**config.mk**
```make
export PLATFORM = sky130hd
export DESIGN_NAME = rock_search_ctrl
export DESIGN_NICKNAME = d
export VERILOG_FILES = /design/src/rtl/rock_search_ctrl.sv
export SDC_FILE = /design/constraint.sdc
export NUM_CORES = 1
export LEC_CHECK = 0
export ABC_AREA = 1
export BUFFER_PORTS_ARGS = -buffer_cell sky130_fd_sc_hd__buf_2
export CAP_MARGIN = 5
export CORE_MARGIN = 1.5
export CORE_UTILIZATION = 55
export CTS_CLUSTER_DIAMETER = 100
export CTS_CLUSTER_SIZE = 40
export DETAILED_ROUTE_END_ITERATION = 8
export PLACE_DENSITY = 0.73
export SLEW_MARGIN = 30
export SYNTH_ARGS = -nofsm -noshare
export SYNTH_HDL_FRONTEND = slang
export SYNTH_SLANG_ARGS = --single-unit
```
**constraint.sdc**
```tcl
create_clock -name clk -period 2 [get_ports clk]
set_input_delay 0.2 -clock clk [delete_from_list [all_inputs] [get_ports clk]]
set_output_delay 0.2 -clock clk [all_outputs]
set_load 0.005 [all_outputs]
```
**src/rtl/rock_search_ctrl.sv**
```systemverilog
// Hill-climbing amplitude/frequency search controller for the rocking actuator.
// Optional feedback watchdog enabled by defining ROCK_WATCHDOG_EN.
module rock_search_ctrl #(
    parameter int AW             = 3,
    parameter int FW             = 3,
    parameter int SETTLE_CYCLES  = 1024,
    parameter int MAX_FAIL       = 4,
    parameter int TIMEOUT_CYCLES = 65536
) (
    input  logic          clk,
    input  logic          reset,
    input  logic          enable,
    input  logic          stress_valid,
    input  logic          stress_dec,
    output logic [AW-1:0] A,
    output logic [FW-1:0] F,
    output logic          locked,
    output logic          err
);
    localparam int FCW = $clog2(MAX_FAIL + 1);
    localparam int SCW = $clog2(SETTLE_CYCLES + 1);

    typedef enum logic [2:0] {
        ST_IDLE   = 3'd0,
        ST_SETTLE = 3'd1,
        ST_WAIT   = 3'd2,
        ST_HOLD   = 3'd3
`ifdef ROCK_WATCHDOG_EN
        , ST_ERROR = 3'd4
`endif
    } state_t;

    state_t          state_reg, state_next;
    logic [AW-1:0]   a_reg, a_next;
    logic [FW-1:0]   f_reg, f_next;
    logic            axis_f_reg, axis_f_next;
    logic            dir_up_reg, dir_up_next;
    logic [FCW-1:0]  fail_cnt_reg, fail_cnt_next;
    logic [FCW-1:0]  hold_cnt_reg, hold_cnt_next;
    logic [SCW-1:0]  settle_cnt_reg, settle_cnt_next;

`ifdef ROCK_WATCHDOG_EN
    localparam int WCW = $clog2(TIMEOUT_CYCLES + 1);
    logic [WCW-1:0]  wd_cnt_reg, wd_cnt_next;
`else
    localparam int unused_timeout = TIMEOUT_CYCLES;
`endif

    // Clamped neighbours of each code: never wrap, never drop below 1.
    logic [AW-1:0] a_up, a_dn;
    logic [FW-1:0] f_up, f_dn;
    logic [FCW-1:0] fail_inc, hold_inc;

    assign a_up     = (a_reg == '1) ? a_reg : a_reg + 1'b1;
    assign a_dn     = (a_reg <= AW'(1)) ? a_reg : a_reg - 1'b1;
    assign f_up     = (f_reg == '1) ? f_reg : f_reg + 1'b1;
    assign f_dn     = (f_reg <= FW'(1)) ? f_reg : f_reg - 1'b1;
    assign fail_inc = fail_cnt_reg + 1'b1;
    assign hold_inc = hold_cnt_reg + 1'b1;

    always_ff @(posedge clk or posedge reset) begin
        if (reset) begin
            state_reg      <= ST_IDLE;
            a_reg          <= '0;
            f_reg          <= '0;
            axis_f_reg     <= 1'b1;
            dir_up_reg     <= 1'b1;
            fail_cnt_reg   <= '0;
            hold_cnt_reg   <= '0;
            settle_cnt_reg <= '0;
`ifdef ROCK_WATCHDOG_EN
            wd_cnt_reg     <= '0;
`endif
        end else begin
            state_reg      <= state_next;
            a_reg          <= a_next;
            f_reg          <= f_next;
            axis_f_reg     <= axis_f_next;
            dir_up_reg     <= dir_up_next;
            fail_cnt_reg   <= fail_cnt_next;
            hold_cnt_reg   <= hold_cnt_next;
            settle_cnt_reg <= settle_cnt_next;
`ifdef ROCK_WATCHDOG_EN
            wd_cnt_reg     <= wd_cnt_next;
`endif
        end
    end

    always_comb begin
        state_next      = state_reg;
        a_next          = a_reg;
        f_next          = f_reg;
        axis_f_next     = axis_f_reg;
        dir_up_next     = dir_up_reg;
        fail_cnt_next   = fail_cnt_reg;
        hold_cnt_next   = hold_cnt_reg;
        settle_cnt_next = settle_cnt_reg;
`ifdef ROCK_WATCHDOG_EN
        wd_cnt_next     = wd_cnt_reg;
`endif
        if (!enable) begin
            state_next      = ST_IDLE;
            a_next          = '0;
            f_next          = '0;
            axis_f_next     = 1'b1;
            dir_up_next     = 1'b1;
            fail_cnt_next   = '0;
            hold_cnt_next   = '0;
            settle_cnt_next = '0;
`ifdef ROCK_WATCHDOG_EN
            wd_cnt_next     = '0;
`endif
        end else begin
            case (state_reg)
                ST_IDLE: begin
                    state_next    = ST_SETTLE;
                    a_next        = AW'(1);
                    f_next        = FW'(1);
                    axis_f_next   = 1'b1;
                    dir_up_next   = 1'b1;
                    fail_cnt_next = '0;
                end
                ST_SETTLE: begin
                    if (settle_cnt_reg == SCW'(SETTLE_CYCLES - 1)) begin
                        state_next      = ST_WAIT;
                        settle_cnt_next = '0;
                    end else begin
                        settle_cnt_next = settle_cnt_reg + 1'b1;
                    end
                end
                ST_WAIT: begin
                    if (stress_valid) begin
                        state_next = ST_SETTLE;
                        if (stress_dec) begin
                            fail_cnt_next = '0;
                            if (axis_f_reg) f_next = dir_up_reg ? f_up : f_dn;
                            else            a_next = dir_up_reg ? a_up : a_dn;
                        end else if (fail_inc < FCW'(MAX_FAIL)) begin
                            // Reverse and probe the other side of the current point.
                            fail_cnt_next = fail_inc;
                            dir_up_next   = ~dir_up_reg;
                            if (axis_f_reg) f_next = dir_up_reg ? f_dn : f_up;
                            else            a_next = dir_up_reg ? a_dn : a_up;
                        end else if (axis_f_reg) begin
                            axis_f_next   = 1'b0;
                            dir_up_next   = 1'b1;
                            fail_cnt_next = '0;
                            a_next        = a_up;
                        end else begin
                            state_next    = ST_HOLD;
                            fail_cnt_next = '0;
                            hold_cnt_next = '0;
                        end
                    end
                end
                ST_HOLD: begin
                    if (stress_valid) begin
                        if (stress_dec) begin
                            hold_cnt_next = '0;
                        end else if (hold_inc == FCW'(MAX_FAIL)) begin
                            state_next    = ST_SETTLE;
                            axis_f_next   = 1'b1;
                            dir_up_next   = 1'b1;
                            fail_cnt_next = '0;
                            hold_cnt_next = '0;
                        end else begin
                            hold_cnt_next = hold_inc;
                        end
                    end
                end
`ifdef ROCK_WATCHDOG_EN
                ST_ERROR: begin
                    a_next = '0;
                    f_next = '0;
                end
`endif
                default: state_next = ST_IDLE;
            endcase
`ifdef ROCK_WATCHDOG_EN
            // Silence in WAIT/HOLD overrides the search; any exit clears the count.
            if (state_reg == ST_WAIT || state_reg == ST_HOLD) begin
                if (stress_valid) begin
                    wd_cnt_next = '0;
                end else if (wd_cnt_reg == WCW'(TIMEOUT_CYCLES)) begin
                    state_next  = ST_ERROR;
                    a_next      = '0;
                    f_next      = '0;
                    wd_cnt_next = '0;
                end else begin
                    wd_cnt_next = wd_cnt_reg + 1'b1;
                end
                if (state_next != state_reg) wd_cnt_next = '0;
            end else begin
                wd_cnt_next = '0;
            end
`endif
        end
    end

    always_comb begin
        A      = a_reg;
        F      = f_reg;
        locked = (state_reg == ST_HOLD);
`ifdef ROCK_WATCHDOG_EN
        err    = (state_reg == ST_ERROR);
`else
        err    = 1'b0;
`endif
    end

endmodule
```
==> out/results.tsv <==
stage	metric	value	unit
drt	drt_iter0_markers	64	
synthesis	yosysSeqAreaShare	0.362	
clocking	clk_latency	0.33	ns
synthesis	avgSynthCellArea	7.14	µm²
sta	period_share	0.803	
critical_path	crit_path_end_kind	flop	
sta	slew_violations	0	
floorplan	start_util	0.587	
critical_path	cp.arrival	1.83	ns
grt	antenna_found_initial	0	
synthesis	synth_area_leaders	dfrtp_1 33%, nand2_1 17%, ha_1 7.6%	
floorplan	rows	20	
floorplan	fp.dieH	60.3	µm
synthesis	synth_edf_count	0	
synthesis	synth-seq-cells	26	
clocking	cts_tree	built	
critical_path	path_class	reg -> reg	
critical_path	crit_required	2.23	ns
critical_path	worst-path-max-fanout	9	
finish	multi_input_area	1010	µm²
drt	vias_per_cell	5.01	
clocking	cts_buffers	3	
drt	drc_errors	0	
finish	final_core_util	0.637	
floorplan	fp.dieW	60.3	µm
synthesis	yosysUniqueCellTypes	26	
synthesis	ys.flop_type	dfrtp_1	
clocking	cts-hold-fix-buffers	1	
synthesis	netlist_top_cells_count	80 x nand2_1, 35 x inv_1, 24 x dfrtp_1, 24 x nand3_1, 20 x o21ai_0	
finish	final-seq-area	653	µm²
critical_path	startpoint_type	flop	
clocking	clock-sinks	26	
grt	track_usage	0.207	
grt	grt_max_degree	27	
synthesis	synth_top_cell_by_area	dfrtp_1	
synthesis	ys_warn_count	0	
clocking	post-cts-setup-buffers	0	
drt	drt_wl_total	3390	µm
grt	grt_pass1_wl	5750	µm
outcome	status	complete, no violations	
drt	vias	1568	
drt	ant_nets	0	
clocking	post_cts_resized	0	
finish	nFillCells	277	
synthesis	synth_fp_nets	269	
synthesis	post-synth-top-count-cell	nand2_1	
place	dp_hpwl	2530	µm
floorplan	io-pin-count	13	
min_path	hold_class	in -> reg	
clocking	cts_root_buffer	clkbuf_4	
floorplan	die-area	3640	µm²
pwr	ir_worst_vdd	0.000399	V
sta	tns	0	ns
place	place.port_buffers	11	
sta	setup_viol_count_final	0	
finish	layout.nets	286	
synthesis	yosysTopAreaCellShare	0.333	
sta	period_minus_slack	1.61	ns
clocking	ctsHtreeMaxLevel	1	
synthesis	synthCells	253	
clocking	cts.path.max_buffers	2	
job	drv_cap	0	
sta	finClkSkew	0.00164	ns
clocking	clk_pin_slew	0.14	ns
place	routabilityCongestion	0.817	
sta	hold_viol	0	
finish	area_growth	8.66	%
synthesis	synthArstFlopShare	1.00	
sta	fmax	623	MHz
drt	wl_per_cell	10.8	µm
finish	drive_above_1_share	0.119	
grt	grt_overflow	0	
floorplan	core_region_area	3080	µm²
grt	grt_pass1_vias	1376	
pwr	leakage	1.02	nW
synthesis	syn_area	1810	µm²
drt	first_pass_iters	4	
finish	antennaDiodeCount	0	
pwr	power_density	927	nW/µm²
finish	largest_register_ffs	11	
sta	rsz0062_at_grt	no	
[layout by cell type (no fill, tap or decap)]
cell type and instances:
dfrtp_1 24, o21ai_0 20, xnor2_1 1, conb_1 1
dlygate4sd3_1 1, nor2_1 13, a31oi_1 1, a21oi_4 1
inv_2 2, o22ai_1 4, nand3b_1 1, nand3_2 3
ha_1 11, nor2_2 1, nor2_4 2, nand2_4 1
o21ai_2 2, clkbuf_8 1, buf_4 1, a21oi_1 6
nand2_2 2, buf_2 11, xor2_1 6, nand3_1 24
nand4_1 3, inv_1 35, nor3_1 6, dfstp_2 2
nand2_1 80, clkbuf_4 3
[worst max-delay path: stages, from the launching register on]
cell,delay (ns)
dfrtp_1,0.46
ha_1,0.21
nand2_1,0.06
nor2_1,0.23
nand3_1,0.14
nand2_2,0.17
inv_1,0.10
nand2_1,0.06
o21ai_0,0.07
[power breakdown]
part	internal (mW)	switching [mW]
registers	0.613	0.110
clock network	0.112	0.163
logic	0.296	0.526
[kinds of logic after synthesis]
| kind of cell | count (synthesis) | synth area share |
|---|---|---|
| xor+xnor | 7 | 0.0340 |
| other cells | 1 | 0.00208 |
| compound gates | 34 | 0.108 |
| fa+ha+maj | 11 | 0.0762 |
| simple gates | 136 | 0.337 |
| buf+inv | 38 | 0.0811 |
| flops | 26 | 0.362 |
[through the flow]
step	setup slack (ns)	instance area (µm²)	hold slack [ns]	power, mW	instances
2_1_floorplan	0.626	1810	0.239	1.35	253
3_3_place_gp	0.506	1920	0.272	1.55	308
3_5_place_dp	0.422	1920	0.277	1.55	308
4_1_cts	0.403	1960	0.143	1.83	313
5_1_grt	0.249	1960	0.156	2.01	313
6_report	0.395	1960	0.153	1.82	313
[final timing paths]
kind	from	endpoint	slack, ns	cells past startpoint
setup / recovery	settle_cnt_reg[0]$_DFFE_PP0P_	settle_cnt_reg[1]$_DFFE_PP0P_	0.39	8
hold / removal	enable	settle_cnt_reg[10]$_DFFE_PP0P_	0.15	3
setup reg to reg	settle_cnt_reg[0]$_DFFE_PP0P_	settle_cnt_reg[1]$_DFFE_PP0P_	0.39	8
hold reg to reg	dir_up_reg$_DFFE_PP1P_	dir_up_reg$_DFFE_PP1P_	0.50	2
max in group asynchronous	reset	dir_up_reg$_DFFE_PP1P_	1.25	4
min in group asynchronous	reset	settle_cnt_reg[8]$_DFFE_PP0P_	0.45	4
[cell type report]
class	instances	area share
multi-input cells	189	0.513
flip-flops and latches	26	0.333
inverters	37	0.0708
repair buffers	13	0.0370
well taps	44	0.0281
clock buffers	4	0.0185
[layer usage]
layer	global-route usage	wire [µm]	up-vias
met3	0.0260	86	5
met4	0.0698	51	0
met1	0.290	1750	698
met2	0.328	1500	24
met5	0	0	-
li1	-	-	841
Power figures use the tool's default switching activity.
